===== src/rtl/bcd_pkg.sv =====
// Shared definitions for the time-shared binary-to-BCD converter:
// FSM encoding, the blank glyph code and the index-width helper.
package bcd_pkg;

  typedef enum logic [1:0] {
    ST_IDLE  = 2'd0,
    ST_SHIFT = 2'd1,
    ST_DONE  = 2'd2
  } state_e;

  localparam logic [3:0] BCD_BLANK = 4'hF;

  function automatic int idx_w(input int n);
    return (n > 1) ? $clog2(n) : 1;
  endfunction

endpackage


===== src/rtl/bcd_conv_sched_rr_arbiter.sv =====
// Pointer-based round-robin arbiter: combinational grant of the first request
// at or after the pointer, pointer advanced past the winner on i_adv.
module rr_arbiter
  import bcd_pkg::*;
#(
  parameter  int NUM_REQ = 4,
  localparam int IDW     = idx_w(NUM_REQ)
) (
  input  logic               clk,
  input  logic               rst,
  input  logic [NUM_REQ-1:0] i_req,
  input  logic               i_adv,
  input  logic [IDW-1:0]     i_winner,
  output logic               o_any,
  output logic [IDW-1:0]     o_grant_idx
);

  localparam int SW = IDW + 1;

  logic [IDW-1:0] r_ptr;
  logic [SW-1:0]  w_sum;
  logic [IDW-1:0] w_k;

  // Walk offsets from far to near so the closest request to the pointer wins.
  always_comb begin
    o_any       = 1'b0;
    o_grant_idx = '0;
    w_sum       = '0;
    w_k         = '0;
    for (int i = NUM_REQ - 1; i >= 0; i--) begin
      w_sum = {1'b0, r_ptr} + SW'(i);
      w_k   = (w_sum >= SW'(NUM_REQ)) ? IDW'(w_sum - SW'(NUM_REQ)) : IDW'(w_sum);
      if (i_req[w_k]) begin
        o_any       = 1'b1;
        o_grant_idx = w_k;
      end
    end
  end

  always_ff @(posedge clk or posedge rst) begin
    if (rst) begin
      r_ptr <= '0;
    end else if (i_adv) begin
      r_ptr <= (i_winner == IDW'(NUM_REQ - 1)) ? '0 : i_winner + 1'b1;
    end
  end

endmodule


===== src/rtl/bcd_conv_sched.sv =====
// One shift-add-3 binary-to-BCD engine shared round-robin between NUM_REQ requesters.
// Build option BCD_LEADING_BLANK_EN replaces leading zero digits (except ones) with 4'hF.
module bcd_conv_sched
  import bcd_pkg::*;
#(
  parameter  int NUM_REQ   = 4,
  parameter  int BIT_WIDTH = 8,
  parameter  int NUM_BCD   = 3,
  localparam int IDW       = idx_w(NUM_REQ)
) (
  input  logic                         clk,
  input  logic                         rst,
  input  logic [NUM_REQ-1:0]           req,
  input  logic [NUM_REQ*BIT_WIDTH-1:0] in,
  output logic [NUM_REQ-1:0]           ack,
  output logic [4*NUM_BCD-1:0]         out,
  output logic [IDW-1:0]               out_id,
  output logic                         out_valid,
  output logic                         ovf,
  output logic                         busy
);

  localparam int CNT_W = idx_w(BIT_WIDTH);
  localparam int ACC_W = 4 * NUM_BCD;

  state_e               r_state, w_state_nxt;
  logic [BIT_WIDTH-1:0] r_bin;
  logic [ACC_W-1:0]     r_acc;
  logic [CNT_W-1:0]     r_cnt;
  logic [IDW-1:0]       r_win;
  logic                 r_ovf_acc;
  logic [ACC_W-1:0]     r_out;
  logic [IDW-1:0]       r_out_id;
  logic                 r_ovf;
  logic                 r_out_valid;
  logic [NUM_REQ-1:0]   r_ack;

  logic                 w_any, w_cap, w_last, w_adv, w_carry;
  logic [IDW-1:0]       w_gidx;
  logic [BIT_WIDTH-1:0] w_op;
  logic [ACC_W-1:0]     w_adj, w_acc_nxt, w_res;

`ifdef BCD_LEADING_BLANK_EN
  function automatic logic [ACC_W-1:0] blank_lead(input logic [ACC_W-1:0] v);
    logic lead;
    lead = 1'b1;
    for (int d = NUM_BCD - 1; d >= 1; d--) begin
      if (lead && (v[4*d +: 4] == 4'd0)) v[4*d +: 4] = BCD_BLANK;
      else                               lead = 1'b0;
    end
    return v;
  endfunction
`endif

  rr_arbiter #(.NUM_REQ(NUM_REQ)) u_arb (
    .clk        (clk),
    .rst        (rst),
    .i_req      (req),
    .i_adv      (w_adv),
    .i_winner   (r_win),
    .o_any      (w_any),
    .o_grant_idx(w_gidx)
  );

  always_comb begin
    w_op = '0;
    for (int k = 0; k < NUM_REQ; k++) begin
      if (w_gidx == IDW'(k)) w_op = in[k*BIT_WIDTH +: BIT_WIDTH];
    end
  end

  // Add-3 correction, then shift; the top digit's carry drops out into w_carry.
  always_comb begin
    w_adj = r_acc;
    for (int d = 0; d < NUM_BCD; d++) begin
      if (r_acc[4*d +: 4] >= 4'd5) w_adj[4*d +: 4] = r_acc[4*d +: 4] + 4'd3;
    end
    w_acc_nxt = {w_adj[ACC_W-2:0], r_bin[BIT_WIDTH-1]};
    w_carry   = w_adj[ACC_W-1];
`ifdef BCD_LEADING_BLANK_EN
    w_res = blank_lead(w_acc_nxt);
`else
    w_res = w_acc_nxt;
`endif
  end

  always_comb begin
    w_state_nxt = r_state;
    w_cap       = 1'b0;
    w_last      = 1'b0;
    case (r_state)
      ST_IDLE: begin
        if (w_any) begin
          w_state_nxt = ST_SHIFT;
          w_cap       = 1'b1;
        end
      end
      ST_SHIFT: begin
        if (r_cnt == CNT_W'(BIT_WIDTH - 1)) begin
          w_state_nxt = ST_DONE;
          w_last      = 1'b1;
        end
      end
      ST_DONE:  w_state_nxt = ST_IDLE;
      default:  w_state_nxt = ST_IDLE;
    endcase
  end

  assign w_adv = (r_state == ST_DONE);

  always_ff @(posedge clk or posedge rst) begin
    if (rst) r_state <= ST_IDLE;
    else     r_state <= w_state_nxt;
  end

  // Results are registered on the final shift edge so they appear exactly in DONE.
  always_ff @(posedge clk or posedge rst) begin
    if (rst) begin
      r_cnt       <= '0;
      r_win       <= '0;
      r_ovf_acc   <= 1'b0;
      r_out       <= '0;
      r_out_id    <= '0;
      r_ovf       <= 1'b0;
      r_out_valid <= 1'b0;
      r_ack       <= '0;
    end else begin
      r_out_valid <= w_last;
      r_ack       <= w_last ? (NUM_REQ'(1) << r_win) : '0;
      if (w_cap) begin
        r_cnt     <= '0;
        r_win     <= w_gidx;
        r_ovf_acc <= 1'b0;
      end else if (r_state == ST_SHIFT) begin
        r_cnt     <= r_cnt + 1'b1;
        r_ovf_acc <= r_ovf_acc | w_carry;
      end
      if (w_last) begin
        r_out    <= w_res;
        r_out_id <= r_win;
        r_ovf    <= r_ovf_acc | w_carry;
      end
    end
  end

  always_ff @(posedge clk) begin
    if (w_cap) begin
      r_bin <= w_op;
      r_acc <= '0;
    end else if (r_state == ST_SHIFT) begin
      r_bin <= r_bin << 1;
      r_acc <= w_acc_nxt;
    end
  end

  assign ack       = r_ack;
  assign out       = r_out;
  assign out_id    = r_out_id;
  assign out_valid = r_out_valid;
  assign ovf       = r_ovf;
  assign busy      = (r_state != ST_IDLE);

endmodule

===== config.mk =====
export PLATFORM = sky130hd
export DESIGN_NAME = bcd_conv_sched
export DESIGN_NICKNAME = d
export VERILOG_FILES = /design/src/rtl/bcd_pkg.sv /design/src/rtl/bcd_conv_sched_rr_arbiter.sv /design/src/rtl/bcd_conv_sched.sv
export SDC_FILE = /design/constraint.sdc
export NUM_CORES = 1
export LEC_CHECK = 0
export ABC_AREA = 1
export ABC_CLOCK_PERIOD_IN_PS = 2500
export CORE_ASPECT_RATIO = 1.4
export CORE_MARGIN = 1
export CORE_UTILIZATION = 35
export DETAILED_ROUTE_END_ITERATION = 7
export GPL_TIMING_DRIVEN = 0
export PLACE_DENSITY = 0.64
export SYNTH_ARGS = -nofsm -noshare
export SYNTH_HDL_FRONTEND = slang
export SYNTH_SLANG_ARGS = --single-unit

===== constraint.sdc =====
create_clock -name clk -period 2.5 [get_ports clk]
set_input_delay 0.5 -clock clk [delete_from_list [all_inputs] [get_ports clk]]
set_output_delay 0.5 -clock clk [all_outputs]
set_load 0.005 [all_outputs]

After elaboration in Yosys (flattened, before gate mapping)
Index checks and enable logic that the tools add are counted.
{ "word_totals": {"register_bits": 50, "word_cells": 93, "inputBits": 38, "output_inout_bits": 21} }
{ "op_classes": {"reduce_logical": 5, "bitwise_logic": 1, "shifts": 1, "n_lt_le_gt_ge": 11, "addsub": 12, "muxes": 42, "eq_ne": 9} }
{ "ops": {"columns": ["operator", "count"], "rows": [
  ["two-way mux 8 bit", 6],
  ["two-way mux 2 bit", 11],
  ["two-way mux 4 bit", 4],
  ["two-way mux 1 bit", 14],
  ["adder 4 x 2 -> 4 bit, second input constant", 3],
  ["greater-or-equal comparator 4 x 3 -> 1 bit, second input constant", 3],
  ["< comparator 2 x 3 -> 1 bit, second input constant", 4],
  ["greater-or-equal comparator 3 bit, second input constant", 3],
  ["binary-select mux 1 bit (select 2 bit)", 4],
  ["equality test 2 bit, second input constant", 4],
  ["subtractor 2 x 1 -> 2 bit, second input constant", 4],
  ["adder 2 x 2 -> 3 bit, second input constant", 2],
  ["two-way mux 3 bit", 2],
  ["equality test 2 x 1 -> 1 bit, second input constant", 2],
  ["logical NOT 2 bit", 2],
  ["case mux 2 bit (2 select lines)", 1],
  ["nonzero test 2 bit", 2],
  ["<< shifter 1 x 2 -> 4 bit, first input constant", 1],
  ["adder 2 x 1 -> 3 bit, second input constant", 1],
  ["adder 3 x 1 -> 3 bit, second input constant", 1],
  ["equality test 3 bit, second input constant", 1],
  ["greater-or-equal comparator 2 x 3 -> 1 bit, second input constant", 1],
  ["adder 2 x 1 -> 2 bit, second input constant", 1],
  ["inequality test 2 x 1 -> 1 bit, second input constant", 1],
  ["other kinds (3)", 3]
]} }

Logic depth before layout (Yosys ltp)
{ "depth": {"ltp_word": 15, "mapped_depth": 17} }

By module
Synthesis repeated with hierarchy kept, for this count alone.
{ "unflattened": {"cells_unflattened": 348, "area_unflattened_um2": 2667.6} }
{ "modules_own_cells": {"columns": ["module", "cells_per_inst", "instances", "seq_area_each_um2", "area_each_um2"], "rows": [
  ["bcd_conv_sched", 293, 1, 1181.1, 2358.5],
  ["rr_arbiter", 55, 1, 50.0, 309.0]
]} }

Worst setup path before layout
No wires, ideal clock.
{ "synth_path": {"kind": "register to register", "start": "reg u_arb.r_ptr[0]", "end": "reg r_bin[1] (data pin)", "setup_slack_ns": 0.673, "arrival_ns": 1.575, "required_ns": 2.248, "n_path_buf": 2, "stages_incl_launch_ff": 17, "path_cell_list": "dfrtp_1 buf_6 inv_6 nand2_2 nand2_2 nand2_2 nand2_2 nor2_1 nor2_2 nand2_4 nand2_4 nand2_4 buf_6 o21ai_2 inv_1 nand2_1 nand2_1"} }
{ "synth_via": {"elab_chain_len": 15, "word_cells_on_any_way": 42, "cone_classes": "add/sub (7); order compare (4); eq/ne (3); mux (27); reduce/logical (1)"} }
{ "synth_rtl": {"columns": ["element", "line_no", "rtl"], "rows": [
  ["start: declaration", "bcd_conv_sched_rr_arbiter.sv:20", "logic [IDW-1:0] r_ptr;"],
  ["start signal: assignment", "bcd_conv_sched_rr_arbiter.sv:44", "r_ptr <= (i_winner == IDW'(NUM_REQ - 1)) ? '0 : i_winner + 1'b1;"],
  ["adder 2 x 2 -> 3 bit", "bcd_conv_sched_rr_arbiter.sv:31", "w_sum = {1'b0, r_ptr} + SW'(i);"],
  ["greater-or-equal comparator 3 bit / subtractor 2 x 1 -> 2 bit (equally long branches)", "bcd_conv_sched_rr_arbiter.sv:32", "w_k = (w_sum >= SW'(NUM_REQ)) ? IDW'(w_sum - SW'(NUM_REQ)) : IDW'(w_sum);"],
  ["two-way mux 2 bit", "bcd_conv_sched_rr_arbiter.sv:32", null],
  ["binary-select mux 1 bit (select 2 bit)", "bcd_conv_sched_rr_arbiter.sv:33", "if (i_req[w_k]) begin"],
  ["two-way mux 1 bit (not written as such)", "bcd_conv_sched_rr_arbiter.sv:33", null],
  ["two-way mux 2 bit (4 in series)", "bcd_conv_sched_rr_arbiter.sv:33", null],
  ["logical NOT 2 bit", "bcd_conv_sched.sv:68", "if (w_gidx == IDW'(k)) w_op = in[k*BIT_WIDTH +: BIT_WIDTH];"],
  ["two-way mux 8 bit (4 in series)", "bcd_conv_sched.sv:68", null],
  ["two-way mux 8 bit (*)", "bcd_conv_sched.sv:147", "if (w_cap) begin"],
  ["end signal: assignment", "bcd_conv_sched.sv:148", "r_bin <= w_op;"],
  ["end signal: assignment", "bcd_conv_sched.sv:151", "r_bin <= r_bin << 1;"],
  ["end: declaration", "bcd_conv_sched.sv:27", "logic [BIT_WIDTH-1:0] r_bin;"]
]} }
Every way passes the cells marked *; elsewhere a longest branch is shown, timed or not. The select of a mux whose other input is x is not followed.
A chain may end at the register's enable or synchronous reset.

Final worst setup path
{ "layout_path": {"start": "in req[3]", "end": "reg r_bin[6] (data pin)"} }
{ "layout_via": {"elab_chain_len": 12, "word_cells_on_any_way": 27, "cone_classes": "eq/ne (3); mux (23); reduce/logical (1)"} }
{ "layout_rtl": {"columns": ["element", "line_no", "rtl"], "rows": [
  ["start: declaration", "bcd_conv_sched.sv:13", "input logic [NUM_REQ-1:0] req,"],
  ["binary-select mux 1 bit (select 2 bit)", "bcd_conv_sched_rr_arbiter.sv:33", null],
  ["two-way mux 1 bit (not written as such)", "bcd_conv_sched_rr_arbiter.sv:33", null],
  ["two-way mux 2 bit (4 in series)", "bcd_conv_sched_rr_arbiter.sv:33", null],
  ["logical NOT 2 bit", "bcd_conv_sched.sv:68", null],
  ["two-way mux 8 bit (4 in series)", "bcd_conv_sched.sv:68", null],
  ["two-way mux 8 bit (*)", "bcd_conv_sched.sv:147", null]
]} }
Marks and branches as above.

==> flow_metrics.tcl <==
set metrics [dict create \
    status "finished, final reports clean" \
    power_mw 4.451 \
    ys_warn_count 0 \
    path_clk_slew_ns 0.09 \
    gr-usage-met2 0.2876 \
    clockBufferDepth 2 \
    hp-class "flop to flop" \
    dp_hpwl_microns 4565 \
    rsz0062_at_grt "false" \
    cp.required_ns 2.57 \
    syn_avg_cell_area_sq_um 7.761 \
    die_x_microns 78.04 \
    fin_nets 480 \
    p_leak_nw 1.754 \
    busiest_layer "met2" \
    grt_use_total 0.1524 \
    drv_slew 0 \
    overflow 0 \
    grt_pass1_vias 2358 \
    setup_viol 0 \
    rows 38 \
    path_cells "clkdlybuf4s50_1 > inv_1 > nand2_1 > nand3_1 > nand2_2 > inv_1 > nor2_1 > nor2_2 > nand2_4 > nand2_4 > nand2_4 > buf_6 > nand4_1 > nand2_1 > nand2_1" \
    cts_tree "yes" \
    period_minus_slack_ns 2.129 \
    grt_antenna_before_repair 0 \
    cts.sinks 50 \
    ant_nets 0 \
    final.setup_skew_ns 0.009735 \
    worstSkewPairLatency_ns 0.31 \
    crit_type "primary input to flop" \
    grt_max_degree 31 \
    viasPerCell 4.670 \
    place_area_sq_um 3538 \
    synth_fp_nets 415 \
    htreeDepth 2 \
    initial_core_util 0.3633 \
    gp_congestion 0.7470 \
    peakVddDrop_v 0.0007158 \
    ys_types 27 \
    hold_viol 0 \
    post_cts_resized 0 \
    nFillCells 767 \
    die_h_microns 108.4 \
    hold_buffers 0 \
    regArea_sq_um 1231 \
    yosysSeqAreaShare 0.4346 \
    cpPeakStageDelay_ns 0.49 \
    vias 2480 \
    min_period_over_period 0.8518 \
    synth_area_sq_um 2833 \
    final_area_sq_um 3650 \
    postCtsSetupBuffers 0 \
    core-area_sq_um 7797 \
    max_cap_violations 0 \
    portBuffers 58 \
    dieArea_sq_um 8463 \
    dr.pass1.iters 4 \
    cp-end-kind "flop" \
    synth-seq-cells 50 \
    grt_pass1_wl_microns 10220 \
    multiInputGateArea_sq_um 1334 \
    arrival_ns 2.20 \
    cpMaxStageDelayCell "clkdlybuf4s50_1" \
    cts-buffers-inserted 5 \
    pwr_density_cell_nw_per_um2 1219 \
    worst_pin_slew_ns 1.107 \
    syn2layout_area_growth_pct 28.84 \
    wire_per_inst_microns 10.99 \
    initialDrtViolationCount 99 \
    drc 0 \
    insertedDiodeCount 0 \
    cp_max_fo 10 \
    drive_gt1_frac 0.1183 \
    cp-start-kind "primary input" \
    syn-instance-count 365 \
    holdWs_ns 0.4875 \
    place_inst 523 \
    layout.cells.non_filler 531 \
    routed_wl_microns 5835 \
    max_freq_ghz 0.4696 \
    root_buffer "clkbuf_8" \
    num_io_pins 59 \
    grtUsageMet1 0.1647 \
    use_met3 0.02785 \
    final.setup.tns_ns 0 \
    max_slew_margin 0.2612 \
]
per-stage QoR:
step	utilization	setup slack (ns)
2_1_floorplan	-	0.6733
3_3_place_gp	0.4538	0.06589
3_5_place_dp	0.4538	0.03349
4_1_cts	0.4681	0.3643
5_1_grt	0.4681	0.2025
6_report	0.4681	0.3706
critical path, delay by kind of cell:
family	cells	cell delay [ns]
and+or+nand+nor	11	0.95
buffers and inverters	4	0.73
power breakdown:
part	internal [mW]	switching (mW)
registers	1.19	0.178
clock network	0.263	0.287
logic	1.03	1.50
worst paths after layout:
path	startpoint	end	slack, ns	cells after the start
min reg2reg	out[1]$_DFFE_PP0P_	out[1]$_DFFE_PP0P_	0.49	2
max reg2reg	u_arb.r_ptr[0]$_DFFE_PP0N_	r_bin[6]$_DFFE_PP_	0.50	16
min in group asynchronous	rst	out[0]$_DFFE_PP0P_	0.76	2
max in group asynchronous	rst	r_win[1]$_DFFE_PP0P_	1.07	2
max	req[3]	r_bin[6]$_DFFE_PP_	0.37	15
min	out[1]$_DFFE_PP0P_	out[1]$_DFFE_PP0P_	0.49	2
layer usage:
layer  part of all wire  wire length (microns)  vias to the layer above
met5                  0                      0                        -
met4              0.022                    128                        0
met3              0.043                    248                       10
met2               0.51                   2967                       68
met1               0.43                   2491                     1120
li1                   -                      -                     1282
synth_stat cells:
cell type | n | share of area
nand2_1 | 95 | 0.13
inv_1 | 43 | 0.057
o21ai_0 | 33 | 0.058
dfrtp_1 | 30 | 0.27
nor2_1 | 30 | 0.040
nand3_1 | 20 | 0.035
nand2_2 | 14 | 0.031
dfxtp_1 | 12 | 0.085
ha_1 | 12 | 0.053
nand4_1 | 12 | 0.027
edfxtp_1 | 8 | 0.085
a21oi_1 | 7 | 0.012
o21a_1 | 7 | 0.019
clkbuf_1 | 6 | 0.0079
inv_2 | 5 | 0.0066
nand2_4 | 5 | 0.020
xor2_1 | 5 | 0.015
buf_2 | 3 | 0.0053
buf_6 | 3 | 0.012
nor2_2 | 3 | 0.0066
o21ai_2 | 3 | 0.0093
nand3_2 | 2 | 0.0071
o21ai_1 | 2 | 0.0035
or2_2 | 2 | 0.0044
buf_4 | 1 | 0.0027
inv_6 | 1 | 0.0031
nor2_4 | 1 | 0.0040
logic make-up after synthesis:
group	share of synthesized area
and+or+nand+nor	0.3004
buffers and inverters	0.09452
AOI/OAI and AO/OA	0.1020
DFF	0.4346
adders and majority gates	0.05300
xor gates and xnor gates	0.01546
final cells by class:
class                   count  share of cell area
clock buffers               6             0.02571
inverters                  49             0.05177
plain buffers              13             0.02160
clock inverters             2            0.004799
well taps                 100             0.03428
repair buffers             58              0.1591
multi-input cells         253              0.3654
flip-flops and latches     50              0.3373
registers in the layout, summed over array words and instances (netlist names):
signal	count
out	12
r_acc	12
r_bin	8
ack	4
r_cnt	3
out_id	2
r_state	2
r_win	2
u_arb.r_ptr	2
out_valid	1
ovf	1
r_ovf_acc	1
placed cells by master, fill, tap and decap left out, types with 2 or more instances in the layout:
cell type,instances
nor2_2,3
xor2_1,5
buf_2,3
inv_2,5
nand2_4,5
nor2_1,30
dfxtp_1,12
buf_6,3
inv_6,2
ha_1,12
dfrtp_1,30
clkbuf_8,5
clkdlybuf4s50_1,58
nand4_1,12
o21ai_1,2
o21ai_2,3
nand2_2,14
or2_2,2
a21oi_1,7
edfxtp_1,8
nand2_1,95
nand3_2,2
nand3_1,20
o21a_1,7
o21ai_0,33
clkbuf_1,6
inv_1,43
(Power assumes the default switching activity.)
